`src/rtl/calc_pkg.sv`:
```
// Shared opcodes, FSM state encoding and constants for the switch-driven calculator.
package calc_pkg;

  localparam int CALC_W = 4;

  localparam logic [1:0] OP_ADD = 2'b00;
  localparam logic [1:0] OP_SUB = 2'b01;
  localparam logic [1:0] OP_MUL = 2'b10;
  localparam logic [1:0] OP_DIV = 2'b11;

  typedef enum logic [1:0] {
    ST_IDLE = 2'd0,
    ST_EXEC = 2'd1,
    ST_DIV  = 2'd2,
    ST_DONE = 2'd3
  } state_t;

  // Wide all-ones pattern; users slice off the 2*W bits they need.
  localparam logic [63:0] DIV0_RESULT = '1;

endpackage

```
`src/rtl/calc_sequencer_if.sv`:
```
// Request/result bundle between the board front end and calc_sequencer.
// acc_sel exists only when CALC_ACCUM_EN is defined.
interface calc_sequencer_if #(parameter int W = calc_pkg::CALC_W);

  logic           start;
  logic [1:0]     op;
  logic [W-1:0]   a;
  logic [W-1:0]   b;
  logic           busy;
  logic           done;
  logic [2*W-1:0] result;
  logic           err;
`ifdef CALC_ACCUM_EN
  logic           acc_sel;
`endif

  modport master (
`ifdef CALC_ACCUM_EN
    output acc_sel,
`endif
    output start, op, a, b,
    input  busy, done, result, err
  );

  modport slave (
`ifdef CALC_ACCUM_EN
    input  acc_sel,
`endif
    input  start, op, a, b,
    output busy, done, result, err
  );

endinterface

```
`src/rtl/calc_div_iter.sv`:
```
// Iterative restoring divider: one quotient bit per cycle, MSB first, W cycles after load.
module calc_div_iter import calc_pkg::*; #(
  parameter int W = CALC_W
) (
  input  logic         clk,
  input  logic         rst,
  input  logic         load,
  input  logic [W-1:0] dividend,
  input  logic [W-1:0] divisor,
  output logic [W-1:0] quotient,
  output logic [W-1:0] remainder,
  output logic         valid
);

  localparam int CW = $clog2(W + 1);

  logic [CW-1:0] cnt_q, cnt_d;
  logic          run_q, run_d;
  logic [W-1:0]  quo_q, quo_d;
  logic [W-1:0]  rem_q, rem_d;
  logic [W-1:0]  dsr_q, dsr_d;
  logic [W:0]    rem_shift;
  logic          take;

  always_comb begin
    cnt_d     = cnt_q;
    run_d     = run_q;
    quo_d     = quo_q;
    rem_d     = rem_q;
    dsr_d     = dsr_q;
    rem_shift = {rem_q, quo_q[W-1]};
    take      = (rem_shift >= {1'b0, dsr_q});
    if (load) begin
      quo_d = dividend;
      rem_d = '0;
      dsr_d = divisor;
      cnt_d = CW'(W);
      run_d = 1'b1;
    end else if (run_q) begin
      if (cnt_q != '0) begin
        // Partial remainder stays below the divisor, so W bits always suffice.
        rem_d = take ? W'(rem_shift - {1'b0, dsr_q}) : rem_shift[W-1:0];
        quo_d = {quo_q[W-2:0], take};
        cnt_d = cnt_q - CW'(1);
      end else begin
        run_d = 1'b0;
      end
    end
  end

  always_ff @(posedge clk) begin
    if (rst) begin
      cnt_q <= '0;
      run_q <= 1'b0;
      quo_q <= '0;
      rem_q <= '0;
      dsr_q <= '0;
    end else begin
      cnt_q <= cnt_d;
      run_q <= run_d;
      quo_q <= quo_d;
      rem_q <= rem_d;
      dsr_q <= dsr_d;
    end
  end

  assign valid     = run_q && (cnt_q == '0);
  assign quotient  = quo_q;
  assign remainder = rem_q;

endmodule

```
`src/rtl/calc_sequencer.sv`:
```
// Multi-cycle calculator controller: capture, execute or divide, then a held result with a done pulse.
// Optional chained-operand mode is enabled by defining CALC_ACCUM_EN.
//
//   state   | meaning
//   IDLE    | waiting for start; captures operands and opcode
//   EXEC    | single-cycle add/sub/mul
//   DIV     | iterative divider running
//   DONE    | result/err just registered, done pulse
module calc_sequencer import calc_pkg::*; #(
  parameter int W = CALC_W
) (
  input  logic               clk,
  input  logic               rst,
  calc_sequencer_if.slave    bus
);

  state_t         state_q, state_d;
  logic [W-1:0]   a_q, a_d;
  logic [W-1:0]   b_q, b_d;
  logic [1:0]     op_q, op_d;
  logic [2*W-1:0] result_q, result_d;
  logic           err_q, err_d;

  logic [W-1:0]   a_sel;
  logic           accept;
  logic           div_zero;
  logic           div_load;
  logic [W-1:0]   div_quo;
  logic [W-1:0]   div_rem;
  logic           div_valid;
  logic [2*W-1:0] a_ext;
  logic [2*W-1:0] b_ext;
  logic [2*W-1:0] alu_res;

`ifdef CALC_ACCUM_EN
  assign a_sel = bus.acc_sel ? result_q[W-1:0] : bus.a;
`else
  assign a_sel = bus.a;
`endif

  assign accept   = (state_q == ST_IDLE) && bus.start;
  assign div_zero = (bus.b == '0);
  assign div_load = accept && (bus.op == OP_DIV) && !div_zero;

  calc_div_iter #(.W(W)) u_div (
    .clk       (clk),
    .rst       (rst),
    .load      (div_load),
    .dividend  (a_sel),
    .divisor   (bus.b),
    .quotient  (div_quo),
    .remainder (div_rem),
    .valid     (div_valid)
  );

  always_ff @(posedge clk) begin
    if (rst) begin
      state_q <= ST_IDLE;
    end else begin
      state_q <= state_d;
    end
  end

  always_comb begin
    state_d = state_q;
    case (state_q)
      ST_IDLE: begin
        if (bus.start) begin
          if (bus.op != OP_DIV) begin
            state_d = ST_EXEC;
          end else if (div_zero) begin
            state_d = ST_DONE;
          end else begin
            state_d = ST_DIV;
          end
        end
      end
      ST_EXEC: state_d = ST_DONE;
      ST_DIV:  if (div_valid) state_d = ST_DONE;
      ST_DONE: state_d = ST_IDLE;
      default: state_d = ST_IDLE;
    endcase
  end

  always_comb begin
    bus.busy = (state_q != ST_IDLE);
    bus.done = (state_q == ST_DONE);
  end

  assign a_ext = {{W{1'b0}}, a_q};
  assign b_ext = {{W{1'b0}}, b_q};

  always_comb begin
    alu_res = '0;
    case (op_q)
      OP_ADD:  alu_res = a_ext + b_ext;
      OP_SUB:  alu_res = a_ext - b_ext;
      OP_MUL:  alu_res = a_ext * b_ext;
      default: alu_res = '0;
    endcase
  end

  // Result/err change only on the transition into DONE, so they hold between completions.
  always_comb begin
    a_d      = a_q;
    b_d      = b_q;
    op_d     = op_q;
    result_d = result_q;
    err_d    = err_q;
    if (accept) begin
      a_d  = a_sel;
      b_d  = bus.b;
      op_d = bus.op;
      if ((bus.op == OP_DIV) && div_zero) begin
        result_d = DIV0_RESULT[2*W-1:0];
        err_d    = 1'b1;
      end
    end else if (state_q == ST_EXEC) begin
      result_d = alu_res;
      err_d    = 1'b0;
    end else if ((state_q == ST_DIV) && div_valid) begin
      result_d = {div_rem, div_quo};
      err_d    = 1'b0;
    end
  end

  always_ff @(posedge clk) begin
    if (rst) begin
      a_q      <= '0;
      b_q      <= '0;
      op_q     <= OP_ADD;
      result_q <= '0;
      err_q    <= 1'b0;
    end else begin
      a_q      <= a_d;
      b_q      <= b_d;
      op_q     <= op_d;
      result_q <= result_d;
      err_q    <= err_d;
    end
  end

  assign bus.result = result_q;
  assign bus.err    = err_q;

endmodule

```
`src/flat_wrapper.sv`:
```
// flat-port wrapper written by rule: the top's interface ports become plain ports
module calc_sequencer_flat import calc_pkg::*;
#(
  parameter int W = CALC_W
)
  (clk, rst, bus_start, bus_op, bus_a, bus_b, bus_busy, bus_done, bus_result, bus_err);
  calc_sequencer_if #(.W(W)) bus_i ();
  input  logic clk;
  input  logic rst;
  input wire logic [$bits(bus_i.start)-1:0] bus_start;
  input wire logic [$bits(bus_i.op)-1:0] bus_op;
  input wire logic [$bits(bus_i.a)-1:0] bus_a;
  input wire logic [$bits(bus_i.b)-1:0] bus_b;
  output wire logic [$bits(bus_i.busy)-1:0] bus_busy;
  output wire logic [$bits(bus_i.done)-1:0] bus_done;
  output wire logic [$bits(bus_i.result)-1:0] bus_result;
  output wire logic [$bits(bus_i.err)-1:0] bus_err;
  assign bus_i.start = bus_start;
  assign bus_i.op = bus_op;
  assign bus_i.a = bus_a;
  assign bus_i.b = bus_b;
  assign bus_busy = bus_i.busy;
  assign bus_done = bus_i.done;
  assign bus_result = bus_i.result;
  assign bus_err = bus_i.err;
  calc_sequencer #(.W(W)) u_core (.clk(clk), .rst(rst), .bus(bus_i));
endmodule
```
`config.mk`:
```
export PLATFORM = sky130hd
export DESIGN_NAME = calc_sequencer_flat
export DESIGN_NICKNAME = d
export VERILOG_FILES = /design/src/rtl/calc_pkg.sv /design/src/rtl/calc_sequencer_if.sv /design/src/rtl/calc_div_iter.sv /design/src/rtl/calc_sequencer.sv /design/src/flat_wrapper.sv
export SDC_FILE = /design/constraint.sdc
export NUM_CORES = 1
export LEC_CHECK = 0
export ABC_CLOCK_PERIOD_IN_PS = 3700
export CORE_AREA = 2 2 98 100
export DETAILED_ROUTE_END_ITERATION = 8
export DIE_AREA = 0 0 100 102
export GPL_ROUTABILITY_DRIVEN = 0
export SETUP_SLACK_MARGIN = 0.02
export SLEW_MARGIN = 20
export SYNTH_ARGS = -nofsm -noshare
export SYNTH_HDL_FRONTEND = slang
export SYNTH_HIERARCHICAL = 1
export SYNTH_SLANG_ARGS = --single-unit
```
`constraint.sdc`:
```
create_clock -name clk -period 3.7 [get_ports clk]
set_input_delay 0.37 -clock clk [delete_from_list [all_inputs] [get_ports clk]]
set_output_delay 0.37 -clock clk [all_outputs]
set_load 0.005 [all_outputs]
```
# Word-level counts from Yosys, hierarchy flattened
# Index checks and enable logic that the tools add are counted.
# Widths: inputs -> output; s select.
[word_totals] rom_bits=0 latchBits=0 output_inout_bits=11 ff_bits=37 n_memories=0 input_bits=13 wordCells=73 ram_bits=0
[classes] muxes=24 n_eq_ne=10 n_shift=0 bitwise_logic=0 div=0 n_reduce_logical=21 n_mul=1 add_sub_neg=4 order_cmp=1
[ops] operator="$mux 8" count=4
[ops] operator="$pmux 8 s3" count=1
[ops] operator="$mux 4" count=4
[ops] operator="$mux 3" count=3
[ops] operator="$eq 2x2->1 const B" count=4
[ops] operator="$mul 4x4->8" count=1
[ops] operator="$mux 1" count=8
[ops] operator="$pmux 2 s4" count=1
[ops] operator="$reduce_and 2->1" count=4
[ops] operator="$logic_and 1x1->1" count=6
[ops] operator="$mux 2" count=3
[ops] operator="$ne 2x2->1 const B" count=3
[ops] operator="$reduce_bool 2->1" count=3
[ops] operator="$reduce_bool 3->1" count=2
[ops] operator="$add 4x4->5" count=1
[ops] operator="$ge 5x4->1" count=1
[ops] operator="$sub 4x4->5" count=1
[ops] operator="$eq 2x1->1 const B" count=2
[ops] operator="$logic_not 2->1" count=2
[ops] operator="$logic_not 4->1" count=1
[ops] operator="$sub 4x4->4" count=1
[ops] operator="$logic_not 3->1" count=1
[ops] operator="$sub 3x1->3 const B" count=1
[ops] operator="$ne 2x1->1 const B" count=1
[ops] operator="2 further kinds" count=2

# Longest topological paths before layout
# Gate-level depths: netlist (run 1).
[depth] word_depth=6 mapped_depth=12 mapped_depth_nobuf=12

# Modules after synthesis
# The synthesis (run 1) kept the hierarchy.
[by_module_without_submodules] mod="calc_sequencer" area_each_um2=1786.7 seq_area_each_um2=420.4 instances=1 cells_each=220
[by_module_without_submodules] mod="calc_div_iter" area_each_um2=905.9 seq_area_each_um2=320.3 instances=1 cells_each=104

# Worst setup path before layout (run 1)
# OpenSTA, ideal clock, no wires.
[synth_timing] path_type="flip-flop to flip-flop" startpoint="register u_core.a_q[1]" endpoint="register u_core.result_q[6] (netlist: u_core/bus.result[6])" path_buffers=0 arrival_ps=2751 path_slack_ps=863 synth_period_minus_slack_ps=2837 setup_ps=86 required_time_ps=3614 path_stages_with_launch=12 path_cell_list="dfxtp_1 -> nand2_1 -> fa_1 -> inv_1 -> fa_1 -> inv_1 -> fa_1 -> nor2b_1 -> o21a_1 -> or3_1 -> a31oi_1 -> a211oi_1"
[synth_between] elab_chain_cells=4 word_cells_on_any_way=5 classes_between="add/sub: 1; mul: 1; mux: 3"
[synth_lines] item="start: declaration" line="calc_sequencer.sv:18" source="logic [W-1:0] a_q, a_d;"
[synth_lines] item="start signal: assignment" line="calc_sequencer.sv:129" source="a_q <= '0;"
[synth_lines] item="start signal: assignment" line="calc_sequencer.sv:135" source="a_q <= a_d;"
[synth_lines] item="$mul 4x4->8 / $sub 4x4->5 (equally long branches)" line="calc_sequencer.sv:98, calc_sequencer.sv:97"
[synth_lines] item="$pmux 8 s3 *" line="calc_sequencer.sv:95" source="case (op_q)"
[synth_lines] item="$mux 8 *" line="calc_sequencer.sv:118" source="end else if (state_q == ST_EXEC) begin"
[synth_lines] item="$mux 8 *" line="calc_sequencer.sv:110" source="if (accept) begin"
[synth_lines] item="end signal: assignment" line="calc_sequencer.sv:138" source="result_q <= result_d;"
[synth_lines] item="end: declaration" line="calc_sequencer.sv:21" source="logic [2*W-1:0] result_q, result_d;"
# Mark *: on every way between the ends. The rest lies on a longest branch, timed or not.
# A chain may end at the register's enable or synchronous reset.

# Worst setup path in the final report (run 1)
# Ends and elaborated chain as after synthesis.

==> impl_metrics.csv, run 1 <==
group,metric,value,unit
status,status,"completed",
timing,final_min_period_over_clock_period,82.2,%
routing,drt_drc_violations_left,0,
timing,final_hold_viol_count,0,
synth,synth-compound-area-share,19.3,%
synth,synth_top_area_share,27.5,%
worst_setup_path,criticalPathCategory,"reg2reg",
clock_tree,holdBufCountCts,0,
synth,syn_inst,324,
routing,route.detailed.vias_per_inst,5.06,
synth,mappedNetlistArea,0.00269,mm²
global_routing,track_usage,13.7,%
clock_tree,cts.htree.levels,2,
clock_tree,post_cts_buffers,0,
routing,remaining_antenna_violation_count_after_routing,0,
placement,hpwl,5320,µm
power,powerDensity,443,mW/mm²
floorplan,pin_count,24,
floorplan,die_w,100,µm
synth,synth_area_per_cell,8.31,µm²
synth,cell_types_occupying_the_most_area_after_synthesis,"dfxtp_1, ha_1, nand2_1",
clock_tree,path_clk_slew,0.08,ns
synth,synth_flop_cell,"dfxtp_1",
timing,fin_worst_skew,0.00521,ns
floorplan,fp.dieArea,0.0102,mm²
clock_tree,ctsLongestPathBuffers,2,
timing,setup_violations,0,
worst_setup_path,cp.arrival,3.27,ns
synth,synth_simple_gate_area_share,22.5,%
routing,dr.first_iter.drc_count,109,
worst_hold_path,timing.hold.worst_path_depth,2,
global_routing,antenna_found_initial,0,
placement,placement.io_buffers,23,
synth,synth-xor-area-share,2.60,%
clock_tree,cts_buffers,5,
worst_hold_path,min-delay-start,"u_core/bus.err",
timing,worst-slew-pin-transition,0.552,ns
timing,grt_setup_unrepaired,"false",
synth,synth_warnings,6,
worst_setup_path,crit_required,3.92,ns
synth,synthMuxAreaShare,1.91,%
cells_and_area,syn2layout_area_growth,15.2,%
clock_tree,worstSkewPairLatency,0.30,ns
global_routing,number_of_global_route_vias_before_repair,2320,
floorplan,floorplan.die.height,102,µm
floorplan,core_area,0.00911,mm²
power,ir_drop,0.244,mV
clock_tree,clock_tree.root_cell,"clkbuf_8",
worst_setup_path,r2r_depth,11,
worst_setup_path,crit_path_start_kind,"flop",
timing,timing.fmax,329,MHz
synth,synth-seq-area-share,27.5,%
timing,max_slew_violation_total_from_the_final_report,0,
synth,synthesis.nets,375,
synth,synth-edff-count,0,
power,p_leak,1.24,nW
cells_and_area,fillers,955,
routing,detail_route.wl_per_cell,14.4,µm
worst_hold_path,holdCritPathClass,"reg2reg",
global_routing,global_route.overflow_total,0,
clock_tree,post_cts_resize_count,0,
cells_and_area,antenna_cells,0,
routing,detailroute.via_count,2317,
synth,postSynthRegisterBits,37,
synth,ys_types,58,
floorplan,rows,35,
run,timing.max_cap.violations,0,
synth,yosys.area_share.adder,19.6,%
placement,detailedPlace.worstSlack,0.651,ns
timing,period_needed,3.04,ns
worst_setup_path,regToRegStartpoint,"u_core/a_q[1]",
global_routing,grt_start_max_net_pins,17,
synth,asyncSetResetFlopFracSynth,0,%
cells_and_area,finish.utilization,34.1,%
clock_tree,tritoncts,"done",
worst_setup_path,critical_path.max_fanout,8,
worst_setup_path,crit_path_end_kind,"flop",
timing,totalNegativeSetupSlack,0,ns
floorplan,initial_utilization,29.6,%
cells_and_area,final_net_count,397,
clock_tree,clock-sinks,37,
timing,timing.slew.headroom,62.9,%
synth,combinational_family_with_the_most_area_after_synthesis,"simple AND/OR/NAND/NOR gates",
routing,post_detailed_routing_wire_length,6600,µm
routing,dr.pass1.iters,4,
timing,setup_slack,0.657,ns
worst_setup_path,crit_start,"u_core/a_q[1]",
global_routing,grt_first_pass_wirelength,11200,µm
synth,synth_top_area_cell,"dfxtp_1",
cells_and_area,drive_gt1_share,6.92,%
cells by family after synthesis:
family / count (synthesis)
compound gates: 81
xor+xnor: 8
fa+ha+maj: 38
buf+inv: 39
flops: 37
mux: 5
simple gates: 116
path summary, 6_finish.rpt:
check	end	slack, ns
setup / recovery	u_core/bus.result[6]	0.66
hold / removal	u_core/bus.err	0.48
setup reg to reg	u_core/bus.result[6]	0.66
hold reg to reg	u_core/bus.err	0.48
routing by layer:
metal  share of wire, %  GRT usage [%]
met5                  0              0
met4               0.74           3.69
met3                4.2           2.26
met2                 45           22.3
met1                 50           19.1
per-stage QoR:
stage | instances | total power, mW | hold slack, ns | instance area, µm²
floorplan | 324 | 0.892 | 0.442 | 2690
global placement | 450 | 1.07 | 0.467 | 3010
detailed placement | 450 | 1.08 | 0.467 | 3010
CTS | 458 | 1.38 | 0.483 | 3100
global route | 458 | 1.48 | 0.505 | 3100
finish | 458 | 1.37 | 0.483 | 3100
state kept, by name, summed over array words and instances, names as in the netlist:
| name | count |
|---|---|
| u_core/a_q | 4 |
| u_core/b_q | 4 |
| u_core/bus.err | 1 |
| u_core/bus.result | 8 |
| u_core/op_q | 2 |
| u_core/state_q | 2 |
| u_core/u_div/cnt_q | 3 |
| u_core/u_div/dsr_q | 4 |
| u_core/u_div/quotient | 4 |
| u_core/u_div/remainder | 4 |
| u_core/u_div/run_q | 1 |
worst max-delay path, stage by stage, from the launching register on:
cell	delay, ns
dfxtp_1	0.52
nand2_1	0.14
fa_1	0.53
inv_1	0.06
fa_1	0.57
inv_1	0.07
fa_1	0.46
nor2b_1	0.13
o21a_1	0.12
or3_1	0.09
a31oi_1	0.07
a211oi_1	0.22
layout by cell type, fill, tap and decap left out, types with 3 or more instances in the layout:
cell type	count
nand2_1	42
dfxtp_1	37
ha_1	31
inv_1	28
a21oi_1	28
clkdlybuf4s50_1	23
nor2_1	23
o21ai_0	15
nor3_1	11
and2_1	9
nand3_1	7
fa_1	7
xnor2_1	6
clkbuf_8	5
o22ai_1	5
o211ai_1	4
a31oi_1	4
a211oi_1	4
mux2i_1	4
nand2b_1	3
buf_4	3
a311oi_1	3
report_power, final:
group | switching [mW] | total [mW] | internal (mW)
combinational | 0.301 | 0.553 | 0.252
sequential | 0.0647 | 0.521 | 0.457
clock | 0.165 | 0.299 | 0.134
total | 0.530 | 1.37 | 0.842
final cells by class:
cell class | count | area (µm²) | share of cell area (%)
clock buffers | 5 | 68.8 | 2.22
clock inverters | 3 | 21.3 | 0.686
inverters | 28 | 105 | 3.39
multi-input cells | 248 | 1770 | 57.2
flip-flops and latches | 37 | 741 | 23.9
well taps | 111 | 139 | 4.48
repair buffers | 26 | 253 | 8.15
Yosys cell counts, drive strengths merged, types with 3 or more instances:
master,n
nand2,43
dfxtp,37
ha,31
a21oi,29
inv,28
nor2,24
o21ai,17
nor3,11
and2,9
fa,7
nand3,7
clkbuf,6
xnor2,6
a211oi,5
buf,5
o22ai,5
a31oi,4
mux2i,4
o211ai,4
a21o,3
a311oi,3
nand2b,3
nand4,3
nor2b,3
Note: power is estimated with default switching activity, not from simulation.
==> inputs of run 2 (changes only) <==
--- a/config.mk
+++ b/config.mk
@@ -5,7 +5,7 @@
 export SDC_FILE = /design/constraint.sdc
 export NUM_CORES = 1
 export LEC_CHECK = 0
-export ABC_CLOCK_PERIOD_IN_PS = 3700
+export ABC_CLOCK_PERIOD_IN_PS = 3000
 export CORE_AREA = 2 2 98 100
 export DETAILED_ROUTE_END_ITERATION = 8
 export DIE_AREA = 0 0 100 102
==> constraint.sdc (replaced) <==
create_clock -name clk -period 3 [get_ports clk]
set_input_delay 0.3 -clock clk [delete_from_list [all_inputs] [get_ports clk]]
set_output_delay 0.3 -clock clk [all_outputs]
set_load 0.005 [all_outputs]
==> run 2 against run 1 <==
Clock skew grew 0.0024 ns; sequential share of layout area shrank 0.25 points; via count hardly changed; sequential power is 21% higher; cell count rose by 1.1%; highest routed layer unchanged; fmax increased by 8.7%; largest cell class unchanged; die area unchanged.
==> impl_metrics.csv, run 2 (same netlist as run 1, synthesis figures left out) <==
group,metric,value,unit
status,status,"completed",
worst_setup_path,crit_path_end_kind,"flop",
global_routing,number_of_global_route_vias_before_repair,2358,
routing,dr.pass1.iters,4,
routing,route.detailed.vias_per_inst,5.01,
clock_tree,ctsLongestPathBuffers,2,
worst_hold_path,min-delay-start,"u_core/bus.err",
placement,hpwl,5250,µm
floorplan,core_area,0.00911,mm²
cells_and_area,finish.utilization,34.5,%
clock_tree,clock_tree.root_cell,"clkbuf_8",
clock_tree,cts.htree.levels,2,
worst_setup_path,r2r_slack,0.20,ns
clock_tree,clock-sinks,37,
global_routing,global_route_met3_usage,2.87,%
global_routing,track_usage,13.8,%
timing,period_needed,2.80,ns
cells_and_area,drive_gt1_share,9.09,%
routing,detailroute.via_count,2318,
power,powerDensity,541,mW/mm²
cells_and_area,mostFrequentLayoutCells,"nand2_1, dfxtp_1, ha_1, inv_1, a21oi_1",
global_routing,antenna_found_initial,0,
cells_and_area,syn2layout_area_growth,16.8,%
timing,setup_violations,0,
power,ir_drop,0.314,mV
floorplan,fp.dieArea,0.0102,mm²
placement,detailedPlace.worstSlack,0.117,ns
worst_setup_path,criticalPathCategory,"reg2reg",
clock_tree,path_clk_slew,0.08,ns
worst_setup_path,crit_required,3.16,ns
worst_setup_path,crit_path_start_kind,"flop",
placement,placement.io_buffers,23,
timing,totalNegativeSetupSlack,0,ns
worst_setup_path,r2r_depth,10,
floorplan,rows,35,
power,p_leak,1.27,nW
timing,timing.slew.headroom,64.7,%
cells_and_area,layout_commonest_cell,"nand2_1",
floorplan,floorplan.die.height,102,µm
routing,dr.first_iter.drc_count,221,
clock_tree,tritoncts,"done",
power,report.power.total,1.70,mW
worst_hold_path,timing.hold.worst_path_depth,2,
floorplan,pin_count,24,
routing,drt_drc_violations_left,0,
cells_and_area,final_design_area_no_fill,0.00315,mm²
worst_setup_path,critical_path.max_fanout,7,
timing,grt_setup_unrepaired,"false",
routing,remaining_antenna_violation_count_after_routing,0,
clock_tree,worstSkewPairLatency,0.29,ns
cells_and_area,largest_register_ffs,8,
worst_setup_path,end_of_the_worst_register_to_register_path,"u_core/bus.result[6]",
timing,max_slew_violation_total_from_the_final_report,0,
clock_tree,cts_buffers,5,
floorplan,initial_utilization,29.6,%
timing,final_min_period_over_clock_period,93.3,%
worst_hold_path,holdCritPathClass,"reg2reg",
routing,detail_route.wl_per_cell,14.2,µm
timing,fin_worst_skew,0.00764,ns
global_routing,grt_first_pass_wirelength,11200,µm
placement,placed_cell_area,0.00305,mm²
timing,timing.fmax,357,MHz
floorplan,die_w,100,µm
timing,setup_slack,0.200,ns
worst_setup_path,regToRegStartpoint,"u_core/a_q[1]",
cells_and_area,antenna_cells,0,
worst_hold_path,min_to,"u_core/bus.err",
global_routing,global_route.overflow_total,0,
global_routing,grtUsageMet1,18.5,%
clock_tree,post_cts_buffers,0,
run,timing.max_cap.violations,0,
routing,post_detailed_routing_wire_length,6590,µm
worst_setup_path,cp.arrival,2.96,ns
global_routing,grt_start_max_net_pins,24,
global_routing,grt_use_met2,23.0,%
cells_and_area,final_net_count,402,
global_routing,grt.busiest_layer,"met2",
timing,final_hold_viol_count,0,
timing,worst-slew-pin-transition,0.528,ns
==> run 2: per-stage QoR <==
stage / hold WS [ns] / cells
finish: 0.476 / 463
global route: 0.502 / 463
CTS: 0.483 / 463
detailed placement: 0.469 / 455
global placement: 0.466 / 455
floorplan: 0.372 / 324
==> run 2: routing by layer <==
metal	routed length, µm	up-vias
li1	-	1186
met1	3180	1070
met2	2980	58
met3	374	4
met4	48	0
met5	0	-
==> run 2: how the worst max path moves through the flow <==
| stage | slack (ns) | startpoint | endpoint |
|---|---|---|---|
| 6_report | 0.20 | u_core/a_q[1] | u_core/bus.result[6] |
| 5_1_grt | 0.05 | u_core/b_q[2] | u_core/bus.result[5] |
| 4_1_cts | 0.09 | u_core/a_q[2] | u_core/bus.result[6] |
| 3_5_place_dp | 0.12 | u_core/a_q[2] | u_core/bus.result[6] |
| 3_3_place_gp | 0.20 | u_core/b_q[2] | u_core/bus.result[6] |
| 2_1_floorplan | 0.16 | u_core/a_q[1] | u_core/bus.result[6] |
==> run 2: layout make-up <==
cell class | count | area, µm²
Sequential cell | 37 | 743
Timing Repair Buffer | 31 | 290
Multi-Input combinational cell | 248 | 1780
Fill cell | 976 | 5960
Inverter | 28 | 105
Tap cell | 111 | 139
Clock buffer | 5 | 68.8
Clock inverter | 3 | 22.5
==> run 2: repair_timing <==
action                     CTS  global route
hold buffers                 0             0
setup endpoints to repair    0             3
resized for setup            0             3
==> run 2: report_power, final <==
| part | leakage, nW | internal (mW) | switching (mW) |
|---|---|---|---|
| logic | 0.922 | 0.327 | 0.391 |
| registers | 0.302 | 0.564 | 0.0639 |
| clock network | 0.0481 | 0.165 | 0.192 |
| total | 1.27 | 1.06 | 0.647 |
==> run 2: worst max-delay path, cell delays in order, from the launching register on <==
cell      delay, ns
dfxtp_1        0.31
buf_4          0.17
and2_1         0.18
fa_1           0.48
ha_1           0.31
ha_1           0.36
nor2b_1        0.16
o21a_1         0.17
or3_1          0.30
a31oi_1        0.16
a211oi_1       0.08
